==> src/rtl/pipe_pkg.sv <==
// rtl/pipe_pkg.sv - shared state encoding, control field indices and default widths for pipeline stages
package pipe_pkg;

    typedef enum logic [1:0] {
        ST_EMPTY = 2'd0,
        ST_ONE   = 2'd1,
        ST_TWO   = 2'd2
    } pipe_state_t;

    localparam int DEF_DATA_W = 32;
    localparam int DEF_CTRL_W = 6;

    localparam int CTRL_MEMWR       = 0;
    localparam int CTRL_MEMTOREG_LO = 1;
    localparam int CTRL_MEMTOREG_HI = 2;
    localparam int CTRL_REGWR       = 3;
    localparam int CTRL_PCSRC_LO    = 4;
    localparam int CTRL_PCSRC_HI    = 5;

    localparam int PERF_CNT_W = 32;

endpackage

==> src/rtl/pipe_sat_cnt.sv <==
// rtl/pipe_sat_cnt.sv - 32-bit event counter that sticks at all-ones
module pipe_sat_cnt
    import pipe_pkg::*;
(
    input  logic                  clk,
    input  logic                  reset,
    input  logic                  inc,
    output logic [PERF_CNT_W-1:0] cnt
);

    always_ff @(posedge clk or posedge reset) begin
        if (reset) begin
            cnt <= '0;
        end else if (inc && (cnt != {PERF_CNT_W{1'b1}})) begin
            cnt <= cnt + 1'b1;
        end
    end

endmodule

==> src/rtl/pipe_stage_skid.sv <==
// rtl/pipe_stage_skid.sv - 2-entry skid pipeline register with flush; STAGE_PERF_EN adds stall/bubble counters
module pipe_stage_skid
    import pipe_pkg::*;
#(
    parameter int DATA_W = DEF_DATA_W,
    parameter int CTRL_W = DEF_CTRL_W
) (
    input  logic              clk,
    input  logic              reset,
    input  logic              flush,
    input  logic              in_valid,
    output logic              in_ready,
    input  logic [DATA_W-1:0] in_data,
    input  logic [CTRL_W-1:0] in_ctrl,
    output logic              out_valid,
    input  logic              out_ready,
    output logic [DATA_W-1:0] out_data,
    output logic [CTRL_W-1:0] out_ctrl
`ifdef STAGE_PERF_EN
    ,
    output logic [31:0]       stall_cnt,
    output logic [31:0]       bubble_cnt
`endif
);

    pipe_state_t       state, state_next;
    logic [DATA_W-1:0] main_data, skid_data;
    logic [CTRL_W-1:0] main_ctrl, skid_ctrl;
    logic              push, pop;
    logic              load_main_in, load_main_skid, load_skid_in;

    // Both handshake outputs decode the state register only, so in_ready never sees out_ready.
    assign in_ready  = (state != ST_TWO);
    assign out_valid = (state != ST_EMPTY);
    assign push      = in_valid & in_ready;
    assign pop       = out_valid & out_ready;
    assign out_data  = main_data;
    assign out_ctrl  = out_valid ? main_ctrl : '0;

    always_ff @(posedge clk or posedge reset) begin
        if (reset) begin
            state <= ST_EMPTY;
        end else begin
            state <= state_next;
        end
    end

    always_comb begin
        state_next     = state;
        load_main_in   = 1'b0;
        load_main_skid = 1'b0;
        load_skid_in   = 1'b0;
        if (flush) begin
            state_next = ST_EMPTY;
        end else begin
            case (state)
                ST_EMPTY: begin
                    if (push) begin
                        state_next   = ST_ONE;
                        load_main_in = 1'b1;
                    end
                end
                ST_ONE: begin
                    if (push && !pop) begin
                        state_next   = ST_TWO;
                        load_skid_in = 1'b1;
                    end else if (pop && !push) begin
                        state_next = ST_EMPTY;
                    end else if (push && pop) begin
                        load_main_in = 1'b1;
                    end
                end
                ST_TWO: begin
                    if (pop) begin
                        state_next     = ST_ONE;
                        load_main_skid = 1'b1;
                    end
                end
                default: state_next = ST_EMPTY;
            endcase
        end
    end

    // Flush turns stored entries into bubbles: control cleared, payload left as is.
    always_ff @(posedge clk or posedge reset) begin
        if (reset) begin
            main_data <= '0;
            main_ctrl <= '0;
            skid_data <= '0;
            skid_ctrl <= '0;
        end else if (flush) begin
            main_ctrl <= '0;
            skid_ctrl <= '0;
        end else begin
            if (load_main_in) begin
                main_data <= in_data;
                main_ctrl <= in_ctrl;
            end else if (load_main_skid) begin
                main_data <= skid_data;
                main_ctrl <= skid_ctrl;
            end
            if (load_skid_in) begin
                skid_data <= in_data;
                skid_ctrl <= in_ctrl;
            end
        end
    end

`ifdef STAGE_PERF_EN
    pipe_sat_cnt u_stall_cnt (
        .clk   (clk),
        .reset (reset),
        .inc   (out_valid & ~out_ready),
        .cnt   (stall_cnt)
    );

    pipe_sat_cnt u_bubble_cnt (
        .clk   (clk),
        .reset (reset),
        .inc   (~out_valid),
        .cnt   (bubble_cnt)
    );
`endif

endmodule
==> config.mk <==
export PLATFORM = sky130hd
export DESIGN_NAME = pipe_stage_skid
export DESIGN_NICKNAME = d
export VERILOG_FILES = /design/src/rtl/pipe_pkg.sv /design/src/rtl/pipe_sat_cnt.sv /design/src/rtl/pipe_stage_skid.sv
export SDC_FILE = /design/constraint.sdc
export NUM_CORES = 1
export LEC_CHECK = 0
export CORE_MARGIN = 4
export CORE_UTILIZATION = 53
export CTS_BUF_LIST = sky130_fd_sc_hd__clkbuf_4 sky130_fd_sc_hd__clkbuf_8 sky130_fd_sc_hd__clkbuf_16
export DETAILED_ROUTE_END_ITERATION = 6
export PLACE_DENSITY = 0.85
export SLEW_MARGIN = 30
export SYNTH_ARGS = -nofsm -noshare
export SYNTH_HDL_FRONTEND = slang
export SYNTH_HIERARCHICAL = 1
export SYNTH_SLANG_ARGS = --single-unit
==> constraint.sdc <==
create_clock -name clk -period 6.8 [get_ports clk]
set_clock_uncertainty 0.15 [all_clocks]
set_input_delay 1.36 -clock clk [delete_from_list [all_inputs] [get_ports clk]]
set_output_delay 1.36 -clock clk [all_outputs]
set_load 0.02 [all_outputs]
After elaboration in Yosys (flattened, before gate mapping)
Cells that the tools add are included.

Flip-flop bits (word level): 78. Output and inout bits: 40. Logic and storage cells: 53. Input bits: 43.

Muxes and demuxes: 26. Bitwise logic cells: 3. Equal/unequal tests: 6. Reduce and logical (&&, ||, !) cells: 13.

Operators by type and width (count): $mux 32 (2); $mux 6 (6); $mux 1 (11); $mux 2 (5); $ne 3x3->1 const B (2); $pmux 2 s3 (1); $reduce_bool 2->1 (3); $ne 4x4->1 const B (1); $reduce_and 2->1 (2); $logic_and 1x1->1 (3); $reduce_and 3->1 (1); $reduce_bool 3->1 (1); $and 1x1->1 (2); $eq 2x1->1 const B (1); $eq 2x2->1 const B (1); $logic_not 1->1 (2); $logic_not 2->1 (1); $ne 2x2->1 const B (1); $pmux 1 s2 (1); $not 1->1 (1).

Longest topological paths before layout
Gate-level depths: netlist of run 1.

Depth in word-level cells: 10. Gate-level depth with buffers: 5. Mapped depth without buffers: 3.

Worst setup path before layout of run 1
Ideal clock, no wire load.

Path type: input port to flip-flop. From: in out_ready. To: reg skid_data[10]. Path slack: 4.189 ns. Stages: 5. Library setup time: 0.127 ns. Arrival: 2.333 ns. Cells stage by stage: nand2b_2 nor3_2 buf_4 buf_6 mux2_1.

Word-level cells in the longest chain between the ends: 7.

Ends and longest elaborated chain: from (decl) (line pipe_stage_skid.sv:16) `input logic out_ready,`; $and 1x1->1 (line pipe_stage_skid.sv:36) `assign pop = out_valid & out_ready;`; $logic_not 1->1 (line pipe_stage_skid.sv:64) `if (push && !pop) begin`; $logic_and 1x1->1 (line pipe_stage_skid.sv:64); $mux 1 (line pipe_stage_skid.sv:64); $mux 1 (line pipe_stage_skid.sv:56) `case (state)`; $mux 1 (line pipe_stage_skid.sv:53) `if (flush) begin`; $reduce_and 2->1 (no line); to (signal assigned) (line pipe_stage_skid.sv:103) `skid_data <= in_data;`; to (decl) (line pipe_stage_skid.sv:27) `logic [DATA_W-1:0] main_data, skid_data;`.

No other way between the ends. A chain may end at the register's enable or synchronous reset.

Worst setup path in the final report of run 1
From: in flush. To: reg main_data[7], in the netlist out_data[7].

Word-level cells in the longest chain between the ends: 3. Elaborated cells between the ends (all ways): 6. Classes of those cells: mux: 3; bitwise: 1; reduce/logical: 2.

Ends and longest elaborated chain: from (decl) (line pipe_stage_skid.sv:10) `input logic flush,`; $mux 1 (line pipe_stage_skid.sv:53); $reduce_bool 2->1 (no line); $reduce_and 2->1 (no line); to (signal assigned) (line pipe_stage_skid.sv:96) `main_data <= in_data;`; to (signal assigned) (line pipe_stage_skid.sv:99) `main_data <= skid_data;`; to (decl) (line pipe_stage_skid.sv:27).

Parallel ways exist; a longest one is shown, timed or not.

==> results by stage, run 1 <==
Synthesis:
- Of all flip-flops after synthesis, the portion carrying an async set or reset was 100%.
- Sorting the synthesized cells by area gives the leading types as dfrtp_1 (57%), mux2_1 (11%), a221o_1 (9.4%).
- The mapped netlist covers 0.00342 mm2.
- Counting flops and latches in the post-synthesis netlist gives 78.
- The number of warning messages in the yosys log is 6.
- The fraction of post-synthesis cell area in the top cell type by area is 57.1%.
- The most common flop cell mapped by yosys is dfrtp_1.
- The count of flip-flops with a built-in enable after synthesis is 0.
- The sequential share of the synthesized area is 57.1%.
- The post-synthesis area per instance is 13.7 um2.
- The number of nets in the synthesized netlist is 293.
- dfrtp_1 takes more of the synthesized area than any other cell.
- Synthesis produced 250 cells.
- The number of different library cells used by synthesis comes to 28.

STA:
- The number of hold violations in the final report is 0.
- Summed over all failing endpoints, the final setup total negative slack is 0 ps.
- The pin slew with the least headroom to its limit is 970 ps.
- The final critical-path required period is 3720 ps.
- After layout, the worst path uses 54.7% of the clock period.
- The remaining max-slew budget at the tightest pin is 35.3%.
- Setup violations remaining at the end of the flow were counted as 0.
- The fmax is 269 MHz.
- Setup repair after global routing left no endpoint under its margin.
- The worst path meets setup with 3080 ps of slack.
- The final max-slew violation count is 0.

Cells and area:
- The total inserted antenna cells is 0.
- The most frequent standard cell in the layout excluding fill and tap cells is clkdlybuf4s50_1.
- The area growth from synthesis to layout is 31.9%.
- Of the cells placed in the final design, the portion with a size suffix greater than 1 is 9.28%.
- In the layout the commonest cells are clkdlybuf4s50_1 (82), dfrtp_1 (78), mux2_1 (32), a221o_1 (32), and2_1 (26).
- The final standard cell count with taps included and fillers excluded is 409.
- After routing the design area is 0.00451 mm2.
- The net total in the final layout is 372.

Placement:
- The estimated wirelength of the detail-placed design is 5040 um.
- The instance area after placement is 0.00426 mm2.
- In this run, placement finished with an instance count of 393.
- Timing analysis after detailed placement gives a worst setup slack of 2760 ps.
- The final estimated routing congestion in global placement is 0.746.
- The count of buffers inserted at the top-level ports is 82.

Clock network:
- TritonCTS built the clock tree.
- The number of hold-repair buffers added at the cts stage is 0.
- For the worst-skew pair, the clock arrives at the later sink with an insertion delay of 350 ps.
- The CTS H-tree depth is 3.
- Buffers added to address setup during post-CTS repair amount to 0.
- The clock root buffer master is clkbuf_8.
- Post-CTS repair changed the size of 0 cells.
- Clock-pin slew was measured on the worst setup and hold paths at 80 ps.
- The sink count of the clock tree is 78.
- Clock tree synthesis inserted a total of 9 buffers.
- The maximum number of buffers from clock root to sink is 2.

Die:
- After floorplanning, the core was divided into 28 placement rows.
- The floorplan step set the die width to 88.3 um.
- The top-level I/O count is 83.
- The total area inside the core boundary comes to 0.00610 mm2.
- From bottom edge to top edge, the die measures 88.3 um.
- The initial utilization of the core area, before any placement, comes to 56.0%.
- The die covers 0.00779 mm2.

Detailed routing:
- The detail-routed net length per standard cell is 18.6 um.
- The count of nets left with antenna violations once routing finished came out at 0.
- Using the TritonRoute via totals, the vias-per-cell ratio works out to 5.92.
- The number of iterations in the first detailed-routing pass is 4.
- In this run, the number of DRC markers left after iteration 0 of detailed routing was 129.
- The DRC violation count after routing is 0.
- The total vias in the final route is 2420.
- The routed design has 7600 um of wire.

Global route:
- The total global-route track usage is 21.3%.
- The via count of the first global-routing pass is 2487.
- The global-route wire length before repair is 12500 um.
- The initial antenna violation count is 0.
- The total overflow reported by the global router is 0.
- Entering global routing, the biggest net connects 79 pins.

Power and ir drop:
- The maximum resistive drop on vdd is 0.226 mV.
- The leakage power is 1.92 nW.
- The total power per unit cell area is 288 mW/mm2.

Setup path:
- The end of the worst register-to-register path is skid_data[29].
- The cell depth of the worst flop-to-flop path is 4.
- The highest net fanout along the worst path is 40.
- STA classifies the critical path startpoint as a primary input.
- The critical path is of the primary input to flip-flop type.
- The startpoint of the worst-slack reg-to-reg timing path is state[0].
- The setup check on the worst reg-to-reg path leaves a slack of 4320 ps.
- STA classifies the critical path endpoint as a flip-flop.
- For the worst setup path, the data required time is 6930 ps.
- In this run the worst setup path begins at flush.
- At the worst endpoint, the arrival time is 3860 ps.

Hold path:
- The launch instance of the worst min-delay path is skid_data[16].
- Counting instances, the worst hold path has a depth of 1.
- The worst hold endpoint is skid_data[16].
- The path class of the lowest-slack min-delay path is flip-flop to flip-flop.

Status:
- The run finished with clean final reports.

Run:
- The tool flagged a number of max-cap violations equal to 0.
## worst max-delay path, stage by stage
cell and delay, ps:
clkdlybuf4s50_1 910, and4bb_4 470, a31oi_4 810, a221o_1 290
## registers in the layout, indices dropped and copies added (netlist names)
register and flops:
main_ctrl 6, out_data 32, skid_ctrl 6, skid_data 32, state 2
## report_power, final
group	total (W)	internal, W	leakage, nW	switching [W]
Sequential	0.000607	0.000557	0.975	0.0000501
Clock	0.000419	0.000245	0.112	0.000174
Combinational	0.000274	0.000150	0.837	0.000124
## logic make-up (layout without fill, tap and decap cells)
logic type / after synthesis / count (layout) / share of synthesized area [%]
AO/OA/AOI/OAI: 57 / 57 / 16.6
buffers and inverters: 26 / 110 / 4.43
flip-flops: 78 / 78 / 57.1
multiplexers: 32 / 32 / 10.5
AND/OR/NAND/NOR: 57 / 57 / 11.3
## routing by layer
metal | track usage, % | routed length, um | part of all wire, % | vias up
li1 | - | - | - | 1093
met5 | 0 | 0 | 0 | -
met2 | 33.3 | 3710 | 49 | 97
met4 | 4.81 | 53 | 0.70 | 0
met1 | 29.8 | 3270 | 43 | 1222
met3 | 6.05 | 566 | 7.4 | 8
## cell usage after synthesis (3+ instances only)
cell type and n:
o22a_1 6, a221o_1 32, buf_2 7, and2_0 6, nor2b_1 7, inv_1 9, and2_1 26, and4_1 6
mux2_1 32, nand2_1 3, a21oi_1 3, buf_6 4, a22o_1 6, buf_4 4, a221oi_2 6, dfrtp_1 78
## how the worst max path moves through the flow
stage	to	slack (ps)
detailed placement	out_data[9]	2760
floorplan	main_ctrl[0]	3290
CTS	skid_data[26]	3130
global route	skid_data[21]	2930
global placement	skid_data[12]	2840
finish	out_data[7]	3080
## layout make-up
type	instances	area [um2]
Clock inverter	7	121
Sequential cell	78	1950
Inverter	9	33.8
Multi-Input combinational cell	146	1330
Clock buffer	9	124
Fill cell	437	1590
Tap cell	75	93.8
Timing Repair Buffer	85	847
## through the flow
stage / hold slack, ps / util [%] / total power (W)
floorplan: 299 / - / 0.000752
global placement: 308 / 69.8 / 0.000876
detailed placement: 316 / 69.8 / 0.000890
CTS: 335 / 73.9 / 0.00131
global route: 344 / 73.9 / 0.00136
finish: 330 / 73.9 / 0.00130
Power figures use the tool's default switching activity.
==> run 2: changes to the inputs <==
--- a/config.mk
+++ b/config.mk
@@ -6,10 +6,10 @@
 export NUM_CORES = 1
 export LEC_CHECK = 0
 export CORE_MARGIN = 4
-export CORE_UTILIZATION = 53
+export CORE_UTILIZATION = 44
 export CTS_BUF_LIST = sky130_fd_sc_hd__clkbuf_4 sky130_fd_sc_hd__clkbuf_8 sky130_fd_sc_hd__clkbuf_16
 export DETAILED_ROUTE_END_ITERATION = 6
-export PLACE_DENSITY = 0.85
+export PLACE_DENSITY = 0.75
 export SLEW_MARGIN = 30
 export SYNTH_ARGS = -nofsm -noshare
 export SYNTH_HDL_FRONTEND = slang
==> constraint.sdc (replaced) <==
create_clock -name clk -period 3.4 [get_ports clk]
set_clock_uncertainty 0.15 [all_clocks]
set_input_delay 0.68 -clock clk [delete_from_list [all_inputs] [get_ports clk]]
set_output_delay 0.68 -clock clk [all_outputs]
set_load 0.02 [all_outputs]
==> run 2 against run 1 <==
Net effect:
- utilization fell by 12 points
- sequential power grew 99%
- critical path depth shrank 1
- final cell count up 7.1%
- power up 94%
- worst setup slack got worse by 2300 ps
- sequential share of layout area down 0.59 points
- clock power up 82%
- register-to-register slack worse by 2900 ps
- first-iteration DRC count fell by 10%
==> results by stage, run 2 (same netlist as run 1, synthesis figures left out) <==
Placement:
- The final estimated routing congestion in global placement came to 0.746 (about the same).
- The setup slack after placement is 371 ps (-2390 ps).
- The count of buffers inserted at the top-level ports is 82 (unchanged).
- The estimated wirelength of the detail-placed design was 4970 um (-1.4%).
- The instance area after placement is 0.00433 mm2 (+1.7%).

Cells and area:
- The fraction of final layout cells with drive strength greater than 1 came to 10.6% (+1.3 points).
- The total inserted antenna cells was 0 (unchanged).
- The final design area excluding fillers is 0.00457 mm2 (+1.4%).
- The core occupancy in the finished layout is 61.7% (-12 points).
- The area growth from synthesis to layout is 33.7%.
- The net total in the final layout came to 377 (+1.3%).
- The number of filler cells placed in the layout is 579 (+32%).
- Leaving out fill and tap cells, the most frequent cells in the layout are clkdlybuf4s50_1 (82), dfrtp_1 (78), mux2_1 (32), a221o_1 (32), and2_1 (26).
- Leaving out fill and tap cells, the most frequent cell in the layout is clkdlybuf4s50_1.

STA:
- The final critical-path required period is 2650 ps.
- The share of the cycle needed by the critical path after routing is 77.9%.
- Setup repair after global routing left no endpoint under its margin.
- The number of hold violations in the final report is 0 (unchanged).
- Static timing analysis puts the maximum clock frequency at 377 MHz.
- The number of failing setup endpoints in the final timing report is 0 (unchanged).
- The final max-slew violation count is 0 (unchanged).
- The final setup TNS came to 0 ps (unchanged).
- The remaining max-slew budget at the tightest pin was 63.4% (+28 points).
- The pin slew with the least headroom to its limit is 549 ps (-421 ps).
- The worst-case setup margin in the final layout was 750 ps (-2330 ps).

Detailed routing:
- The total wirelength of the detailed-routed design was 7510 um (-1.2%).
- The DRC marker count from the first detailed-route iteration is 116 (-10%).
- The detail-routed net length per standard cell is 17.2 um (-7.7%).
- The total vias in the final route is 2373 (-1.9%).
- The routed via count divided by cell count was 5.42 (-8.4%).
- The number of iterations in the first detailed-routing pass is 4 (unchanged).
- The DRC violation count after routing is 0 (unchanged).
- The residual antenna-violating net count after detailed routing is 0 (unchanged).

Setup path:
- The sort of element at the start of the critical path is a flip-flop.
- The critical path required time came to 2570 ps (-4360 ps).
- The arrival time at the worst endpoint is 1820 ps (-2040 ps).
- The endpoint identified for the worst register-to-register timing path is out_data[12].
- The cell depth of the worst flop-to-flop path is 4 (unchanged).
- The slack of the worst reg-to-reg path is 1410 ps (-2910 ps).
- In this run the critical register-to-register path is launched from state[0].
- The worst setup path is captured at a primary output.
- The highest net fanout along the worst path is 8 (-80%).
- The worst setup path is of the flip-flop to primary output kind.

Global route:
- The total global-route track usage was 17.6% (-3.7 points).
- The via count of the first global-routing pass is 2501 (+0.56%).
- The total overflow reported by the global router is 0 (unchanged).
- The largest net degree at the start of global routing is 79 (unchanged).
- The global-route wire length before repair is 12300 um (-1.6%).
- The initial antenna violation count is 0 (unchanged).

Die:
- The standard-cell row count was 31 (+11%).
- The top-level I/O count was 83 (unchanged).
- The die boundary height was 96.1 um (+8.9%).
- The initial core utilization came to 46.1% (-9.9 points).
- The die width is 96.1 um (+8.9%).
- The placeable core area came to 0.00741 mm2 (+22%).
- The die footprint is 0.00924 mm2 (+19%).

Clock network:
- The total of cells resized after clock tree synthesis is 0 (unchanged).
- TritonCTS built the clock tree.
- The CTS H-tree depth is 3 (unchanged).
- The clock transition at the register clock pins on the worst setup and hold paths after CTS is 80 ps (about the same).
- The maximum number of buffers from clock root to sink is 2 (unchanged).
- CTS placed an instance of clkbuf_8 at the clock tree root.
- The sink count of the clock tree is 78 (unchanged).
- The total setup buffers inserted after CTS came to 0 (unchanged).
- The number of hold-repair buffers added at the cts stage was 0 (unchanged).
- The CTS buffer count came to 9 (unchanged).
- The clock latency at the later pin of the worst-skew pair is 340 ps (about the same).

Power and ir drop:
- The leakage power is 1.95 nW (+1.3%).
- The maximum resistive drop on vdd came to 0.291 mV (+29%).
- The total power per unit cell area is 552 mW/mm2 (+91%).

Hold path:
- The count of cells along the worst hold path is 1 (unchanged).
- The path class of the lowest-slack min-delay path is flip-flop to flip-flop.
- The worst hold endpoint is skid_data[8].
- The startpoint identified for the worst hold timing path is skid_data[8].

Status:
- The flow ran to the end, and the final reports show no timing, DRC or antenna violations.

Run:
- The max capacitance violation total is 0 (unchanged).
run 2: cell count changes in the layout (fill, tap and decap cells not counted):
cell,delta
inv_2,-1
buf_4,+4
buf_6,-1
clkinv_2,+1
clkinv_4,+1
inv_6,-1
buf_8,+1
clkinvlp_4,-1
bufinv_16,-1
buf_12,+1
clkbuf_4,+2
run 2: where the power goes:
group	leakage (nW)	switching [W]	internal [W]
clock	0.107	0.000331	0.000431
combinational	0.868	0.000246	0.000304
sequential	0.975	0.0000946	0.00111
total	1.95	0.000672	0.00185
run 2: stage by stage:
step	hold WS (ps)	total power, W	cells
floorplan	299	0.00150	250
global placement	308	0.00176	421
detailed placement	316	0.00178	421
CTS	334	0.00255	437
global route	353	0.00266	438
finish	332	0.00252	438
run 2: routing by layer:
layer  share of wire, %  routed length (um)  vias to the layer above  GRT usage [%]
li1                   -                   -                     1111              -
met1                 45                3420                     1178           24.3
met2                 46                3490                       77           25.8
met3                7.1                 532                        7           5.63
met4               0.97                  73                        0           6.40
met5                  0                   0                        -              0
run 2: area by class of cell:
class	instances	area (um2)	area share, %
clock inverter	5	83.8	1.84
inverter	9	35.0	0.767
sequential	78	1950	42.7
tap	99	124	2.71
clock buffer	11	139	3.04
multi-input combinational	146	1330	29.2
timing repair buffer	90	901	19.7
run 2: worst max path at each step:
stage	startpoint	to	slack (ps)	cells after the start
final	state[0]	out_ctrl[2]	750	3
after global routing	state[0]	out_ctrl[4]	560	3
after CTS	state[0]	out_ctrl[4]	710	3
after detailed placement	out_ready	out_data[12]	370	4
after global placement	out_ready	out_data[28]	440	4
after floorplan	reset	main_ctrl[0]	570	1
run 2: worst max-delay path, cell delays in order, from the launching register on:
cell and delay, ps:
dfrtp_1 460, nor2_1 380, nor2b_1 90, clkdlybuf4s50_1 550
